**src/rtl/muldiv_pkg.sv**
```systemverilog
// Shared definitions for the HI/LO multiply/divide unit: funct codes,
// FSM/op encodings and small decode helpers.
package muldiv_pkg;

  localparam int DEF_WIDTH = 32;

  localparam logic [5:0] FUNCT_MFHI  = 6'b010000;
  localparam logic [5:0] FUNCT_MTHI  = 6'b010001;
  localparam logic [5:0] FUNCT_MFLO  = 6'b010010;
  localparam logic [5:0] FUNCT_MTLO  = 6'b010011;
  localparam logic [5:0] FUNCT_MULT  = 6'b011000;
  localparam logic [5:0] FUNCT_MULTU = 6'b011001;
  localparam logic [5:0] FUNCT_DIV   = 6'b011010;
  localparam logic [5:0] FUNCT_DIVU  = 6'b011011;

  typedef enum logic [1:0] {IDLE, RUN, DONE} state_t;
  typedef enum logic {OP_MUL, OP_DIV} op_kind_t;

  // Any of the eight HI/LO-class functs (0100xx or 0110xx).
  function automatic logic is_hilo_funct(input logic [5:0] f);
    return (f[5:4] == 2'b01) && !f[2];
  endfunction

  // MULT/MULTU/DIV/DIVU (0110xx).
  function automatic logic is_muldiv_funct(input logic [5:0] f);
    return f[5:2] == 4'b0110;
  endfunction

endpackage

```
**src/rtl/muldiv_iter_core.sv**
```systemverilog
// Iterative magnitude datapath: one shift-add multiply step or one restoring
// shift-subtract divide step per asserted 'step'. Operands are unsigned
// magnitudes; sign handling lives in the parent.
module muldiv_iter_core
  import muldiv_pkg::*;
#(
  parameter int WIDTH = DEF_WIDTH
) (
  input  logic               clk,
  input  logic               load,
  input  logic               step,
  input  op_kind_t           kind,
  input  logic [WIDTH-1:0]   a_mag,
  input  logic [WIDTH-1:0]   b_mag,
  output logic [2*WIDTH-1:0] product,
  output logic [WIDTH-1:0]   quotient,
  output logic [WIDTH-1:0]   remainder
);

  // acc: running high half (mul) or partial remainder (div).
  // shreg: multiplier shifting out (mul) or dividend out / quotient in (div).
  logic [WIDTH-1:0] acc, shreg, opb;
  op_kind_t         kind_q;
  logic [WIDTH:0]   add_sum, shifted;
  logic [WIDTH-1:0] sub_res;
  logic             sub_ok;

  // Next-step arithmetic for both op kinds.
  always_comb begin
    add_sum = {1'b0, acc} + (shreg[0] ? {1'b0, opb} : '0);
    shifted = {acc, shreg[WIDTH-1]};
    sub_ok  = shifted >= {1'b0, opb};
    // When sub_ok the true difference is below opb, so the low bits suffice.
    sub_res = shifted[WIDTH-1:0] - opb;
  end

  // Operand load, then one iteration per step.
  always_ff @(posedge clk) begin
    if (load) begin
      acc    <= '0;
      shreg  <= a_mag;
      opb    <= b_mag;
      kind_q <= kind;
    end else if (step) begin
      if (kind_q == OP_DIV) begin
        acc   <= sub_ok ? sub_res : shifted[WIDTH-1:0];
        shreg <= {shreg[WIDTH-2:0], sub_ok};
      end else begin
        acc   <= add_sum[WIDTH:1];
        shreg <= {add_sum[0], shreg[WIDTH-1:1]};
      end
    end
  end

  assign product   = {acc, shreg};
  assign quotient  = shreg;
  assign remainder = acc;

endmodule

```
**src/rtl/hilo_muldiv_unit.sv**
```systemverilog
// HI/LO owner for the execute stage: iterative MULT/MULTU/DIV/DIVU, MTHI/MTLO
// writes, MFHI/MFLO reads and the busy stall toward hazard control.
// Optional HILO_FAST_MULT_EN: multiplies use a single-cycle multiplier
// (IDLE->DONE->IDLE); divides stay iterative.
module hilo_muldiv_unit
  import muldiv_pkg::*;
#(
  parameter int WIDTH = DEF_WIDTH,
  parameter int ITER  = WIDTH
) (
  input  logic             clk,
  input  logic             reset,
  input  logic             start,
  input  logic [5:0]       funct,
  input  logic [WIDTH-1:0] src_a,
  input  logic [WIDTH-1:0] src_b,
  output logic [WIDTH-1:0] hilo,
  output logic             busy,
  output logic             stall
);

  localparam int CNT_W = (ITER > 1) ? $clog2(ITER) : 1;

  state_t           state;
  logic [CNT_W-1:0] count;
  logic [WIDTH-1:0] hi, lo;
  op_kind_t         op_q;
  logic             neg_p, neg_r, dbz_q;

  logic             accept, take_md, signed_op, neg_a, neg_b;
  logic [WIDTH-1:0] mag_a, mag_b;
  logic [2*WIDTH-1:0] core_prod, prod_abs, prod_s;
  logic [WIDTH-1:0] core_quot, core_rem;
  logic [WIDTH-1:0] res_hi, res_lo;

`ifdef HILO_FAST_MULT_EN
  logic [2*WIDTH-1:0] fast_prod;
`endif

  // Request decode, operand magnitudes, read port and stall.
  always_comb begin
    busy      = (state != IDLE);
    stall     = start && busy && is_hilo_funct(funct);
    accept    = start && !busy;
    take_md   = accept && is_muldiv_funct(funct);
    signed_op = !funct[0];
    neg_a     = signed_op && src_a[WIDTH-1];
    neg_b     = signed_op && src_b[WIDTH-1];
    mag_a     = neg_a ? -src_a : src_a;
    mag_b     = neg_b ? -src_b : src_b;
    hilo      = '0;
    if (accept && funct == FUNCT_MFHI) hilo = hi;
    if (accept && funct == FUNCT_MFLO) hilo = lo;
  end

  muldiv_iter_core #(.WIDTH(WIDTH)) u_core (
    .clk       (clk),
    .load      (take_md),
    .step      (state == RUN),
    .kind      (funct[1] ? OP_DIV : OP_MUL),
    .a_mag     (mag_a),
    .b_mag     (mag_b),
    .product   (core_prod),
    .quotient  (core_quot),
    .remainder (core_rem)
  );

`ifdef HILO_FAST_MULT_EN
  // Single-cycle magnitude product, consumed in DONE.
  always_ff @(posedge clk) begin
    if (take_md && !funct[1]) fast_prod <= {{WIDTH{1'b0}}, mag_a} * {{WIDTH{1'b0}}, mag_b};
  end
  assign prod_abs = fast_prod;
`else
  assign prod_abs = core_prod;
`endif

  // Sign-correct the magnitude result; divide-by-zero forces LO to all ones
  // while HI naturally comes back as the original dividend.
  always_comb begin
    prod_s = neg_p ? -prod_abs : prod_abs;
    if (op_q == OP_MUL) begin
      res_hi = prod_s[2*WIDTH-1:WIDTH];
      res_lo = prod_s[WIDTH-1:0];
    end else begin
      res_hi = neg_r ? -core_rem : core_rem;
      res_lo = dbz_q ? '1 : (neg_p ? -core_quot : core_quot);
    end
  end

  // Control FSM plus HI/LO architectural state.
  always_ff @(posedge clk) begin
    if (reset) begin
      state <= IDLE;
      count <= '0;
      hi    <= '0;
      lo    <= '0;
      op_q  <= OP_MUL;
      neg_p <= 1'b0;
      neg_r <= 1'b0;
      dbz_q <= 1'b0;
    end else begin
      case (state)
        IDLE: begin
          if (take_md) begin
            op_q  <= funct[1] ? OP_DIV : OP_MUL;
            neg_p <= neg_a ^ neg_b;
            neg_r <= neg_a;
            dbz_q <= funct[1] && (src_b == '0);
            count <= '0;
`ifdef HILO_FAST_MULT_EN
            state <= funct[1] ? RUN : DONE;
`else
            state <= RUN;
`endif
          end else if (accept && funct == FUNCT_MTHI) begin
            hi <= src_a;
          end else if (accept && funct == FUNCT_MTLO) begin
            lo <= src_a;
          end
        end
        RUN: begin
          count <= count + 1'b1;
          if (count == CNT_W'(ITER - 1)) state <= DONE;
        end
        DONE: begin
          hi    <= res_hi;
          lo    <= res_lo;
          state <= IDLE;
        end
        default: state <= IDLE;
      endcase
    end
  end

endmodule

```
**config.mk**
```make
export PLATFORM = sky130hd
export DESIGN_NAME = hilo_muldiv_unit
export DESIGN_NICKNAME = d
export VERILOG_FILES = /design/src/rtl/muldiv_pkg.sv /design/src/rtl/muldiv_iter_core.sv /design/src/rtl/hilo_muldiv_unit.sv
export SDC_FILE = /design/constraint.sdc
export NUM_CORES = 1
export LEC_CHECK = 0
export ABC_AREA = 1
export CAP_MARGIN = 20
export CORE_MARGIN = 2
export CORE_UTILIZATION = 45
export DETAILED_ROUTE_END_ITERATION = 7
export PLACE_DENSITY_LB_ADDON = 0.1
export SYNTH_ARGS = -nofsm -noshare
export SYNTH_HDL_FRONTEND = slang
export SYNTH_SLANG_ARGS = --single-unit
```
**constraint.sdc**
```tcl
create_clock -name clk -period 2.9 [get_ports clk]
set_input_delay 0.58 -clock clk [delete_from_list [all_inputs] [get_ports clk]]
set_output_delay 0.58 -clock clk [all_outputs]
set_load 0.01 [all_outputs]
```
==> results_dict.tcl <==
set metrics [dict create \
    status "complete, no violations" \
    leakage_nw 10.8 \
    netlist_area_sq_mm 0.0174 \
    cap_violations 0 \
    start_util_pct 45.9 \
    slew_headroom_pct 26.3 \
    antenna_found_initial 0 \
    setup_tns_ps 0 \
    critical-path-slowest-cell "clkdlybuf4s50_1" \
    setup_viol 0 \
    synth_top_area_cell "nand2_1" \
    drive_gt1_share_pct 9.89 \
    postCtsHoldBufs 0 \
    clock_latency_ps 510 \
    synth_cells 3056 \
    met3_usage_pct 6.49 \
    synth_nets 3201 \
    cts_tree "yes" \
    final.fill_count 3987 \
    hold_viol_final 0 \
    min_from "count[3]$_SDFFE_PP0P_" \
    first_global_vias 20300 \
    dp.cells 3771 \
    finalClockSkew_ps 11.2 \
    grt_pass1_wl_um 120000 \
    path_cells "clkdlybuf4s50_1, inv_1, nand2_2, nor3_4, buf_4, clkbuf_16, nand3_1, nand2_1, dlygate4sd2_1" \
    worst_ep_required_time_ps 2320 \
    period_minus_slack_ps 2860 \
    cp-end-kind "output port" \
    rsz0062_at_grt "yes" \
    dp_hpwl_um 65500 \
    cts.reportedPaths.clkPinSlew_ps 80 \
    globalplace.congestion 1.02 \
    synthTopCellsByCount "nand2_1, inv_1, nor2_1" \
    critPathBufInv 5 \
    hold_class "reg -> reg" \
    wl_um 81600 \
    htree_levels 4 \
    final_nets 3448 \
    met1_usage_pct 44.0 \
    numCtsBuffers 17 \
    coreArea_sq_mm 0.0378 \
    synth.area.top_cells "nand2_1, dfxtp_1, edfxtp_1" \
    startpoint "funct[2]" \
    vdd_ir_drop_max_mv 0.572 \
    cts_root_buf "clkbuf_16" \
    drt_iter0_drc 2416 \
    arrival_ps 2280 \
    die_h_um 201 \
    fin_util_pct 56.6 \
    grt_util_met2_pct 66.8 \
    ys.flop_type "dfxtp_1" \
    busiest_layer "met2" \
    dr.pass1.iters 7 \
    ant_nets 0 \
    grt.total_usage_pct 39.6 \
    report.final.slew_viol_count 0 \
    synth_most_common_cell "nand2_1" \
    area_growth_syn_to_layout_pct 23.3 \
    cpPeakStageDelay_ps 390 \
    synth_top_area_share_pct 19.5 \
    wl_per_cell_um 21.3 \
    drc_errors 0 \
    yosys_warnings 0 \
    gr-total-overflow 0 \
    via_count 21600 \
    grt_start_max_net_pins 66 \
    setup_ws_ps 44.6 \
    ys_ff_latch 172 \
    dpl_worst_slack_ps -370 \
    crit_family "buffers and inverters" \
    async_flop_share_pct 0 \
    dieArea_sq_mm 0.0402 \
    r2r-start "u_core.quotient[0]$_DFFE_PP_" \
    tightestPinTransition_ps 1100 \
    clockBufferDepth 2 \
    crit_type "in -> out" \
    io_pins 107 \
    placement.io_buffers 106 \
    ys_seq_area_share_pct 23.5 \
    die_w_um 201 \
    row_count 71 \
    cts_sinks 172 \
    power.density_mw_per_mm2 539 \
    fmax_mhz 350 \
    via_per_inst 5.64 \
    synth-edff-count 65 \
    fin_crit_sh_pct 98.5 \
    syn_area_per_cell_sq_um 5.69 \
    fin_cells 3827 \
    antenna_cells 0 \
    yosysUniqueCellTypes 43 \
    worstPathMaxFanout 5 \
    start_kind "input port" \
]
-- power by group --
| part | internal, mW | switching (mW) | total (mW) |
|---|---|---|---|
| logic | 2.14 | 3.94 | 6.07 |
| clock network | 1.26 | 1.31 | 2.57 |
| registers | 2.71 | 0.208 | 2.92 |
-- final timing paths --
kind | end | slack (ps) | depth (start not counted)
worst max register to register | u_core.remainder[23]$_SDFFE_PP0P_ | 90 | 19
worst min-delay path | count[3]$_SDFFE_PP0P_ | 470 | 2
worst min register to register | count[3]$_SDFFE_PP0P_ | 470 | 2
worst max-delay path | hilo[29] | 40 | 9
-- final cells by class --
cell class	instances	area (sq um)	area share [%]
Clock buffer	17	425	1.98
Clock inverter	15	220	1.03
Tap cell	511	639	2.98
Timing Repair Buffer	331	3020	14.1
Sequential cell	172	4090	19.1
Inverter	438	1640	7.67
Multi-Input combinational cell	2343	11400	53.1
-- metrics by stage --
stage	instance area [sq um]	hold slack (ps)	power [mW]
finish	21400	467	11.6
global route	21400	488	12.2
CTS	21000	468	11.3
detailed placement	20300	456	8.75
global placement	20300	452	8.68
floorplan	17400	441	6.26
-- logic make-up after synthesis --
family / synth area share, %
XOR/XNOR: 3.53
AO/OA/AOI/OAI: 15.3
adder cells (fa/ha/maj): 5.27
buffers and inverters: 11.9
flip-flops: 23.5
AND/OR/NAND/NOR: 40.4
-- worst register-to-register path: stages, from the launching register on --
cell      delay (ps)
edfxtp_1         420
buf_12           170
buf_12           140
nand2_1           80
inv_1             60
ha_1             350
buf_4            140
nand2_1          130
nor2_1           160
inv_1            130
nor3_2           140
nand2_2          100
nand2_2          120
nand2_1           90
nand2_1           70
nand2_1           50
nand3_1          110
nand3_1          100
nand2_2          100
inv_1             50
-- cell usage in the layout, fill, tap and decap left out, drive strengths merged, types with 4 or more instances in the layout --
master and count:
a21oi 209, a31oi 12, nand3b 17, nand3 310, o211ai 6, o31ai 4, dlygate4sd2 23, dlymetal6s2s 6
clkinv 11, xor2 62, ha 70, o21bai 5, inv 441, clkdlybuf4s50 73, nor2 366, dfxtp 107
nand4 32, nand2 907, o21ai 272, edfxtp 65, nor3 39, nor4 5, buf 222, xnor2 8
or2 4, clkbuf 21
-- routing by layer --
metal / routed length, um / share of wire [%]
met1: 29500 / 36
met2: 38000 / 47
met3: 6360 / 7.8
met4: 7740 / 9.5
met5: 0 / 0
-- timing repair --
action / in CTS / in global routing
buffers inserted: 3 / 16
setup endpoints to repair: 47 / 26
pin swaps: 0 / 3
gates cloned: 2 / 3
gates resized for setup: 46 / 57
-- registers in the layout, summed over array words and instances, names as in the netlist --
register,flops
hi,32
state,2
dbz_q,1
lo,32
neg_r,1
neg_p,1
count,5
u_core.remainder,32
u_core.quotient,32
u_core.opb,32
op_q,1
u_core.kind_q,1
No activity file was read; power rests on OpenSTA's default activity.
